<file path="src/rtl/script_step_sequencer_pkg.sv">
`default_nettype none
// ============================================================================
//  Module      : script_step_sequencer_pkg
//  Description : Shared constants for the script step sequencer. Covers byte
//                channels, opcodes, station targets, feedback bit positions
//                and the state encoding.
//  Revision    : 1.0 - initial release
// ============================================================================
package script_step_sequencer_pkg;

  // Low two bits of every script byte select the channel.
  localparam logic [1:0] CH_TARGET  = 2'b11;
  localparam logic [1:0] CH_OPERATE = 2'b10;

  // Operation payloads, used with CH_OPERATE.
  localparam logic [5:0] OP_GET   = 6'd1;
  localparam logic [5:0] OP_THROW = 6'd2;
  localparam logic [5:0] OP_MOVE  = 6'd3;

  // Target payloads, used with CH_TARGET.
  localparam logic [5:0] TABLE_1   = 6'd1;
  localparam logic [5:0] TABLE_2   = 6'd2;
  localparam logic [5:0] TABLE_3   = 6'd3;
  localparam logic [5:0] TABLE_4   = 6'd4;
  localparam logic [5:0] TRASH_BIN = 6'd5;

  // Bit positions inside the receiver feedback byte.
  localparam int FB_HAS_ITEM      = 0;
  localparam int FB_IS_PROCESSING = 1;

  localparam logic [7:0] SCRIPT_END = 8'h00;

  // State encoding.
  localparam logic [3:0] ST_IDLE         = 4'd0;
  localparam logic [3:0] ST_FETCH        = 4'd1;
  localparam logic [3:0] ST_ROMWAIT      = 4'd2;
  localparam logic [3:0] ST_ISSUE        = 4'd3;
  localparam logic [3:0] ST_WAIT_FB      = 4'd4;
  localparam logic [3:0] ST_POLL         = 4'd5;
  localparam logic [3:0] ST_FIX_TRASH    = 4'd6;
  localparam logic [3:0] ST_FIX_THROW    = 4'd7;
  localparam logic [3:0] ST_FIX_RETARGET = 4'd8;
  localparam logic [3:0] ST_DONE         = 4'd9;
  localparam logic [3:0] ST_ERROR        = 4'd10;

  typedef enum logic [3:0] {
    S_IDLE         = ST_IDLE,
    S_FETCH        = ST_FETCH,
    S_ROMWAIT      = ST_ROMWAIT,
    S_ISSUE        = ST_ISSUE,
    S_WAIT_FB      = ST_WAIT_FB,
    S_POLL         = ST_POLL,
    S_FIX_TRASH    = ST_FIX_TRASH,
    S_FIX_THROW    = ST_FIX_THROW,
    S_FIX_RETARGET = ST_FIX_RETARGET,
    S_DONE         = ST_DONE,
    S_ERROR        = ST_ERROR
  } state_e;

  // Tables and the trash bin accept thrown items; anything else (a machine)
  // needs the trash-and-retarget recovery.
  function automatic logic is_drop_target(input logic [5:0] t);
    return (t == TABLE_1) || (t == TABLE_2) || (t == TABLE_3) ||
           (t == TABLE_4) || (t == TRASH_BIN);
  endfunction

endpackage
`default_nettype wire

</file>
<file path="src/rtl/script_step_sequencer_timer.sv">
`default_nettype none
// ============================================================================
//  Module      : seq_cycle_timer
//  Description : Up-counter with synchronous clear. expired_o is high while
//                the count equals limit_i. The count holds once it is there.
//  Revision    : 1.0 - initial release
// ============================================================================
module seq_cycle_timer #(
  parameter int WIDTH = 16
) (
  input  logic             clk,
  input  logic             rst_n,
  input  logic             load_i,
  input  logic             en_i,
  input  logic [WIDTH-1:0] limit_i,
  output logic             expired_o
);

  logic [WIDTH-1:0] cnt_q;

  assign expired_o = (cnt_q == limit_i);

  // Clear on load, otherwise count up while enabled until the limit is reached.
  always_ff @(posedge clk or negedge rst_n) begin
    if (!rst_n) begin
      cnt_q <= '0;
    end else if (load_i) begin
      cnt_q <= '0;
    end else if (en_i && !expired_o) begin
      cnt_q <= cnt_q + 1'b1;
    end
  end

endmodule
`default_nettype wire

</file>
<file path="src/rtl/script_step_sequencer.sv">
`default_nettype none
// ============================================================================
//  Module      : script_step_sequencer
//  Description : Plays a script ROM out over the UART sender, one byte per
//                step. Each step is checked against the receiver feedback.
//                Recovery options are poll-and-retry for a busy machine and
//                trash-and-retarget for a rejected throw.
//  Revision    : 1.0 - initial release
// ============================================================================
module script_step_sequencer
  import script_step_sequencer_pkg::*;
#(
  parameter int ADDR_W      = 8,
  parameter int POLL_CYCLES = 1000,
  parameter int MAX_RETRY   = 8,
  parameter int FB_TIMEOUT  = 50000
) (
  input  logic              clk,
  input  logic              rst_n,
  input  logic              start_i,
  output logic [ADDR_W-1:0] rom_addr_o,
  input  logic [7:0]        rom_data_i,
  output logic [7:0]        tx_o,
  output logic              tx_valid_o,
  input  logic              tx_ready_i,
  input  logic [7:0]        feedback_i,
  input  logic              feedback_valid_i,
  output logic              busy_o,
  output logic              done_o,
  output logic              error_o,
  output logic [7:0]        fix_count_o
);

  localparam int TMR_MAX = (POLL_CYCLES > FB_TIMEOUT) ? POLL_CYCLES : FB_TIMEOUT;
  localparam int TMR_W   = $clog2(TMR_MAX + 1);
  localparam int RETRY_W = (MAX_RETRY < 1) ? 1 : $clog2(MAX_RETRY + 1);

  state_e             state_q;
  logic [ADDR_W-1:0]  pc_q;
  logic [7:0]         instr_q;
  logic [7:0]         tx_q;
  logic               tx_valid_q;
  logic [5:0]         last_target_q;
  logic [RETRY_W-1:0] retry_q;
  logic [7:0]         fix_count_q;
  logic               busy_q;
  logic               done_q;
  logic               error_q;
  logic               fix_wait_q;   // fix state: 0 = sending byte, 1 = awaiting feedback

  logic               handshake;
  logic               in_fix;
  logic               waiting_fb;
  logic               fb_accept;
  logic               counting;
  logic               tmr_load;
  logic [TMR_W-1:0]   tmr_limit;
  logic               tmr_expired;
  logic               need_trash_fix;
  logic               need_poll;

  assign handshake  = tx_valid_q && tx_ready_i;
  assign in_fix     = (state_q == S_FIX_TRASH) || (state_q == S_FIX_THROW) ||
                      (state_q == S_FIX_RETARGET);
  // Feedback is only looked at after the byte has left. The handshake cycle
  // itself is never a waiting cycle.
  assign waiting_fb = (state_q == S_WAIT_FB) || (in_fix && fix_wait_q);
  assign fb_accept  = waiting_fb && feedback_valid_i;
  assign counting   = waiting_fb || (state_q == S_POLL);
  // Restart the timer when idle. Also restart it on accepted feedback, so that
  // POLL begins from zero.
  assign tmr_load   = !counting || fb_accept;
  assign tmr_limit  = (state_q == S_POLL) ? TMR_W'(POLL_CYCLES - 1)
                                          : TMR_W'(FB_TIMEOUT - 1);

  assign need_trash_fix = (instr_q == {OP_THROW, CH_OPERATE}) &&
                          feedback_i[FB_HAS_ITEM] &&
                          !is_drop_target(last_target_q);
  assign need_poll      = (instr_q == {OP_GET, CH_OPERATE}) &&
                          feedback_i[FB_IS_PROCESSING];

  seq_cycle_timer #(
    .WIDTH (TMR_W)
  ) u_timer (
    .clk       (clk),
    .rst_n     (rst_n),
    .load_i    (tmr_load),
    .en_i      (counting),
    .limit_i   (tmr_limit),
    .expired_o (tmr_expired)
  );

  // Step sequencer: fetch, send, check feedback, and recover where needed.
  always_ff @(posedge clk or negedge rst_n) begin
    if (!rst_n) begin
      state_q       <= S_IDLE;
      pc_q          <= '0;
      instr_q       <= '0;
      tx_q          <= '0;
      tx_valid_q    <= 1'b0;
      last_target_q <= '0;
      retry_q       <= '0;
      fix_count_q   <= '0;
      busy_q        <= 1'b0;
      done_q        <= 1'b0;
      error_q       <= 1'b0;
      fix_wait_q    <= 1'b0;
    end else begin
      case (state_q)
        S_IDLE, S_DONE, S_ERROR: begin
          if (start_i) begin
            pc_q        <= '0;
            done_q      <= 1'b0;
            error_q     <= 1'b0;
            fix_count_q <= '0;
            busy_q      <= 1'b1;
            state_q     <= S_FETCH;
          end
        end

        // rom_addr_o follows pc_q, so the ROM samples the address during this cycle.
        S_FETCH: state_q <= S_ROMWAIT;

        S_ROMWAIT: begin
          instr_q <= rom_data_i;
          if (rom_data_i == SCRIPT_END) begin
            done_q  <= 1'b1;
            busy_q  <= 1'b0;
            state_q <= S_DONE;
          end else begin
            tx_q       <= rom_data_i;
            tx_valid_q <= 1'b1;
            retry_q    <= '0;
            state_q    <= S_ISSUE;
          end
        end

        S_ISSUE: begin
          if (handshake) begin
            tx_valid_q <= 1'b0;
            if (instr_q[1:0] == CH_TARGET) begin
              last_target_q <= instr_q[7:2];
            end
            state_q <= S_WAIT_FB;
          end
        end

        S_WAIT_FB: begin
          if (feedback_valid_i) begin
            if (need_trash_fix) begin
              tx_q       <= {TRASH_BIN, CH_TARGET};
              tx_valid_q <= 1'b1;
              fix_wait_q <= 1'b0;
              state_q    <= S_FIX_TRASH;
            end else if (need_poll) begin
              state_q <= S_POLL;
            end else begin
              pc_q    <= pc_q + 1'b1;
              state_q <= S_FETCH;
            end
          end else if (tmr_expired) begin
            error_q <= 1'b1;
            busy_q  <= 1'b0;
            state_q <= S_ERROR;
          end
        end

        S_POLL: begin
          if (tmr_expired) begin
            if (retry_q == RETRY_W'(MAX_RETRY)) begin
              error_q <= 1'b1;
              busy_q  <= 1'b0;
              state_q <= S_ERROR;
            end else begin
              retry_q    <= retry_q + 1'b1;
              tx_q       <= instr_q;
              tx_valid_q <= 1'b1;
              state_q    <= S_ISSUE;
            end
          end
        end

        S_FIX_TRASH, S_FIX_THROW, S_FIX_RETARGET: begin
          if (!fix_wait_q) begin
            if (handshake) begin
              tx_valid_q <= 1'b0;
              fix_wait_q <= 1'b1;
            end
          end else if (feedback_valid_i) begin
            fix_wait_q <= 1'b0;
            if (state_q == S_FIX_TRASH) begin
              tx_q       <= {OP_THROW, CH_OPERATE};
              tx_valid_q <= 1'b1;
              state_q    <= S_FIX_THROW;
            end else if (state_q == S_FIX_THROW) begin
              tx_q       <= {last_target_q, CH_TARGET};
              tx_valid_q <= 1'b1;
              state_q    <= S_FIX_RETARGET;
            end else begin
              if (fix_count_q != 8'hFF) begin
                fix_count_q <= fix_count_q + 1'b1;
              end
              pc_q    <= pc_q + 1'b1;
              state_q <= S_FETCH;
            end
          end else if (tmr_expired) begin
            fix_wait_q <= 1'b0;
            error_q    <= 1'b1;
            busy_q     <= 1'b0;
            state_q    <= S_ERROR;
          end
        end

        default: state_q <= S_IDLE;
      endcase
    end
  end

  assign rom_addr_o  = pc_q;
  assign tx_o        = tx_q;
  assign tx_valid_o  = tx_valid_q;
  assign busy_o      = busy_q;
  assign done_o      = done_q;
  assign error_o     = error_q;
  assign fix_count_o = fix_count_q;

endmodule
`default_nettype wire

</file>
<file path="config.mk">
export PLATFORM = sky130hd
export DESIGN_NAME = script_step_sequencer
export DESIGN_NICKNAME = d
export VERILOG_FILES = /design/src/rtl/script_step_sequencer_pkg.sv /design/src/rtl/script_step_sequencer_timer.sv /design/src/rtl/script_step_sequencer.sv
export SDC_FILE = /design/constraint.sdc
export NUM_CORES = 1
export LEC_CHECK = 0
export CORE_MARGIN = 2
export CORE_UTILIZATION = 45
export DETAILED_ROUTE_END_ITERATION = 7
export PLACE_DENSITY = 0.66
export SLEW_MARGIN = 5
export SYNTH_ARGS = -nofsm -noshare
export SYNTH_HDL_FRONTEND = slang
export SYNTH_SLANG_ARGS = --single-unit
</file>
<file path="constraint.sdc">
create_clock -name clk -period 2.4 [get_ports clk]
set_input_delay 0.48 -clock clk [delete_from_list [all_inputs] [get_ports clk]]
set_output_delay 0.48 -clock clk [all_outputs]
set_load 0.005 [all_outputs]
</file>
# After elaboration in Yosys (flattened, before gate mapping)
# Cells that the tools add are included.
[classes]
n_mux = 81
bitwise_logic = 0
n_eq_ne = 40
shifts = 0
multipliers = 0
order_cmp = 0
n_reduce_logical = 44
div_mod_pow = 0
addsub = 4
[op_table]
columns = ["operator", "n"]
rows = [
  ["8-bit 2-to-1 mux", 22],
  ["4-bit 2-to-1 mux", 14],
  ["16-bit 2-to-1 mux", 3],
  ["8-bit case mux with 4 select lines", 1],
  ["1-bit 2-to-1 mux", 30],
  ["2-bit inequality test (second input constant)", 14],
  ["4-bit case mux with 7 select lines", 1],
  ["8-bit case mux with 3 select lines", 1],
  ["9-bit AND reduction", 2],
  ["16-bit by 1-bit adder with 16-bit output (second input constant)", 1],
  ["8-bit by 1-bit adder with 8-bit output (second input constant)", 2],
  ["16-bit == test", 1],
  ["4-bit by 3-bit == test with 1-bit output (second input constant)", 4],
  ["4-bit == test (second input constant)", 4],
  ["8-bit case mux with 2 select lines", 1],
  ["6-bit by 2-bit == test with 1-bit output (second input constant)", 2],
  ["6-bit by 3-bit == test with 1-bit output (second input constant)", 2],
  ["1-bit case mux with 5 select lines", 2],
  ["2-bit nonzero test", 5],
  ["5-bit nonzero test", 2],
  ["1-bit logical OR", 9],
  ["3-bit AND reduction", 3],
  ["4-bit by 2-bit == test with 1-bit output (second input constant)", 2],
  ["8-bit by 3-bit == test with 1-bit output (second input constant)", 1],
  ["25 further kinds", 40],
]
[word_totals]
reg_bits = 67
memories = 0
latchBits = 0
mem_bits_rw = 0
in_bits = 21
output_inout_bits = 28
romBits = 0

# Depth between registers and ports, before layout
[depth]
ltp_word = 10
depth_mapped = 8
mapped_depth_nobuf = 7

# Hierarchy
# A second synthesis with hierarchy kept.
[unflattened]
cells_unflattened = 494
area_unflattened_um2 = 4403.0
[modules_own_cells]
columns = ["mod", "instances", "seq_area_each_um2", "cells_per_inst", "area_per_inst_um2"]
rows = [
  ["script_step_sequencer", 1, 1276.2, 377, 3316.9],
  ["seq_cycle_timer", 1, 400.4, 117, 1086.0],
]

# Least setup slack after synthesis
# No wires, ideal clock.
[synth_timing]
kind = "flip-flop to flip-flop"
from = "reg u_timer.cnt_q[0]"
to = "reg tx_q[0] (netlist: tx_o[0])"
slack_ns = 0.222
stages_incl_launch_ff = 7
t_arrival_ns = 2.053
required_time_ns = 2.275
cell_sequence = "dfrtp_1 ha_1 and4b_1 nand4_1 and2_1 nor4_4 mux2_2"
[synth_between]
elab_chain_len = 3
[synth_lines]
columns = ["item", "line_no", "source"]
rows = [
  ["from (decl)", "script_step_sequencer_timer.sv:19", "logic [WIDTH-1:0] cnt_q;"],
  ["from (signal assigned)", "script_step_sequencer_timer.sv:30", "cnt_q <= cnt_q + 1'b1;"],
  ["16-bit == test", "script_step_sequencer_timer.sv:21", "assign expired_o = (cnt_q == limit_i);"],
  ["2-bit by 1-bit inequality test with 1-bit output (no source line)", "--", ""],
  ["9-bit AND reduction (no source line)", "--", ""],
  ["to (signal assigned)", "script_step_sequencer.sv:131", "tx_q <= rom_data_i;"],
  ["to (signal assigned)", "script_step_sequencer.sv:151", "tx_q <= {TRASH_BIN, CH_TARGET};"],
  ["to (signal assigned)", "script_step_sequencer.sv:176", "tx_q <= instr_q;"],
  ["to (decl)", "script_step_sequencer.sv:41", "logic [7:0] tx_q;"],
]
# Every way passes these cells.
# A chain may end at the register's enable or synchronous reset.

# Final worst setup path
[layout_timing]
from = "reg state_q[0]"
to = "reg u_timer.cnt_q[6]"
[layout_between]
elab_chain_len = 9
[layout_lines]
columns = ["item", "line_no", "source"]
rows = [
  ["from (decl)", "script_step_sequencer.sv:38", "state_e state_q;"],
  ["from (signal assigned)", "script_step_sequencer.sv:96", "state_q <= S_IDLE;"],
  ["from (signal assigned)", "script_step_sequencer.sv:117", "state_q <= S_FETCH;"],
  ["from (signal assigned)", "script_step_sequencer.sv:122", "S_FETCH: state_q <= S_ROMWAIT;"],
  ["branches (longest 9 deep; another with 16-bit 2-to-1 mux)", "--", ""],
]
# Several ways; the timed one is not identified.

==> impl_metrics.yaml <==
logic_synthesis:
  ys_seq_area_share_pct: 39.8
  synth_edf_count: 0
  ys_ff_latch: 67
  yosysTopAreaCellShare_pct: 39.8
  syn_nets: 478
  yosysMostFrequentCell: "dfrtp_1"
  ys_types: 64
  syn_area_um2: 4210
  synthTopCellsByCount: "67 x dfrtp_1, 33 x nand2_1, 32 x nor2_1, 28 x o21ai_0, 24 x mux2_2"
  synthFlopType: "dfrtp_1"
  yosysWarnings: 0
  avgSynthCellArea_um2: 9.31
  synth_top_cells_by_area: "dfrtp_1 40%, mux2_2 6.4%, mux2i_1 3.6%"
  async_flop_share_pct: 100
  yosysTopAreaCell: "dfrtp_1"
  postSynthCellCount: 452
power:
  vdd_drop_max_mv: 0.225
  power_mw: 2.38
  cellLeakagePower_nw: 2.40
  cellPowerDensity_nw_per_um2: 436
sta:
  setup_viol: 0
  fin_crit_ns: 2.27
  clock_skew_ns: 0.0140
  rsz0062_at_grt: "false"
  max_slew_margin_pct: 55.6
  max_freq_mhz: 441
  final.period_utilization_pct: 94.5
  timing.hold.ws_ns: 0.119
  worstMarginPinSlew_ns: 0.667
  finalHoldViolations: 0
  final_max_slew_viol_count: 0
floorplanning:
  die_y_um: 101
  die_w_um: 101
  dieArea_um2: 10100
  start_util_pct: 46.0
  core_um2: 9150
  row_count: 35
  io_pins: 49
clock_network:
  root_buffer: "clkbuf_8"
  clk_latency_ns: 0.35
  cts_buffers: 9
  cts_tree: "yes"
  clockBufferDepth: 2
  clock_sinks: 67
  cts_hold_buf: 0
  clk_pin_slew_ns: 0.08
  cts_htree_levels: 3
worst_setup_path:
  crit_type: "flip-flop to flip-flop"
  critPathRequiredTime_ns: 2.68
  worstPathMaxFanout: 17
  worstSetupEndpointType: "flip-flop"
  cp-start-kind: "flip-flop"
  worstReg2RegEnd: "u_timer.cnt_q[6]$_DFFE_PN0P_"
  arrival_ns: 2.55
  worstRegToRegCells: 7
  r2r_slack_ns: 0.13
  r2r-start: "state_q[0]$_DFFE_PN0P_"
routing:
  drt_iter0_drc: 362
  routed_wl_um: 11500
  wl_per_cell_um: 17.2
  drt_first_pass_iters: 6
  drc_errors: 0
  drtAntennaViolNets: 0
  vias: 4000
  viasPerCell: 5.97
place:
  dpl.cell_count: 653
  gp_congestion: 0.966
  dpl.hpwl_um: 8540
  io_buffer_count: 42
global_route:
  grt_overflow_total: 0
  antenna_found_initial: 0
  grt_pass1_wl_um: 19300
  grt_max_degree: 33
  gr-usage-all-layers_pct: 24.0
  grt_pass1_vias: 3936
final_layout:
  stdcell_count: 670
  layout-drive-gt1-share_pct: 22.2
  syn2layout_area_growth_pct: 29.8
  antenna_cells: 0
  final_nets: 580
run_status:
  status: "complete, no violations"
job:
  drv_cap: 0
min_path:
  hp-class: "input port to asynchronous set/reset pin"
[repair_timing]
action / in CTS / in global routing
setup buffers: 0 / 1
endpoints found under the hold margin: 0 / 0
resized for setup: 0 / 1
endpoints found under the setup margin: 0 / 12
[final cells by class]
cell class	count	area, µm²
fill	803	3690
multi-input combinational	352	2400
clock inverter	7	116
inverter	12	45.0
clock buffer	9	124
tap	111	139
timing repair buffer	112	966
sequential	67	1680
[where the power goes]
part	internal (mW)	leakage [nW]	switching, mW
logic	0.0413	1.38	0.0458
registers	1.13	0.900	0
clock network	0.688	0.119	0.476
[how the worst max path moves through the flow]
stage	from	depth (start not counted)	end	slack (ns)
global placement	feedback_i[0]	6	tx_o[5]$_DFFE_PN0P_	-0.21
global route	state_q[0]$_DFFE_PN0P_	6	u_timer.cnt_q[3]$_DFFE_PN0P_	0.01
finish	state_q[0]$_DFFE_PN0P_	7	u_timer.cnt_q[6]$_DFFE_PN0P_	0.13
floorplan	u_timer.cnt_q[0]$_DFFE_PN0P_	6	tx_o[0]$_DFFE_PN0P_	0.22
detailed placement	feedback_i[0]	6	tx_o[6]$_DFFE_PN0P_	-0.23
CTS	instr_q[7]$_DFFE_PN0P_	5	tx_o[6]$_DFFE_PN0P_	0.03
[per-layer routing]
layer  vias up  GRT usage, %  share of wire, %
li1       1894             -                 -
met3        28          3.88               5.4
met5         -             0                 0
met2       161          35.9                45
met1      1917          34.1                47
met4         0          11.0               2.8
[logic make-up after synthesis]
kind of cell	synth area share, %
and+or+nand+nor	25.4
AOI/OAI and AO/OA	17.3
DFF	39.8
muxes	9.99
buffers and inverters	3.48
xor gates and xnor gates	2.50
adders and majority gates	1.49
[flip-flops by register name, indices dropped and copies added (netlist names)]
name / count
busy_o: 1
done_o: 1
error_o: 1
fix_count_o: 8
fix_wait_q: 1
instr_q: 8
last_target_q: 6
retry_q: 4
rom_addr_o: 8
state_q: 4
tx_o: 8
tx_valid_o: 1
u_timer.cnt_q: 16
[critical path, cell delays in order (launching register included)]
cell and delay, ns:
dfrtp_1 0.49, buf_12 0.20, or4b_2 0.65, nand2_1 0.13, a21o_1 0.16, a21oi_1 0.21, buf_4 0.24, nor2_1 0.11
[placed cells by master, fill, tap and decap left out, types with 5 or more instances in the layout]
cell type,Yosys,routed
clkdlybuf4s50_1,0,41
nand2b_1,17,17
dfrtp_1,67,67
o21ai_0,28,28
nor2b_1,10,10
and2_1,5,5
buf_4,0,68
nand3b_1,5,5
mux2_2,24,24
inv_1,11,11
xnor2_1,11,11
clkbuf_8,0,9
o31ai_1,5,5
mux2i_1,15,15
nand4_1,8,8
ha_1,5,5
nor2_1,32,32
o22ai_1,6,6
and3_1,9,9
o211ai_1,5,5
nand3_1,22,22
a21oi_1,16,16
nor3_1,14,14
nor4_1,13,13
a21o_1,5,5
nand2_1,33,33
[metrics by stage]
| stage | TNS [ns] | util, % | cell area (µm²) | setup WS (ns) |
|---|---|---|---|---|
| 2_1_floorplan | 0 | - | 4210 | 0.222 |
| 3_3_place_gp | -1.81 | 56.9 | 5210 | -0.215 |
| 3_5_place_dp | -2.12 | 56.9 | 5210 | -0.234 |
| 4_1_cts | 0 | 59.5 | 5450 | 0.0348 |
| 5_1_grt | 0 | 59.7 | 5460 | 0.0118 |
| 6_report | 0 | 59.7 | 5460 | 0.132 |
Note: power is estimated with default switching activity, not from simulation.
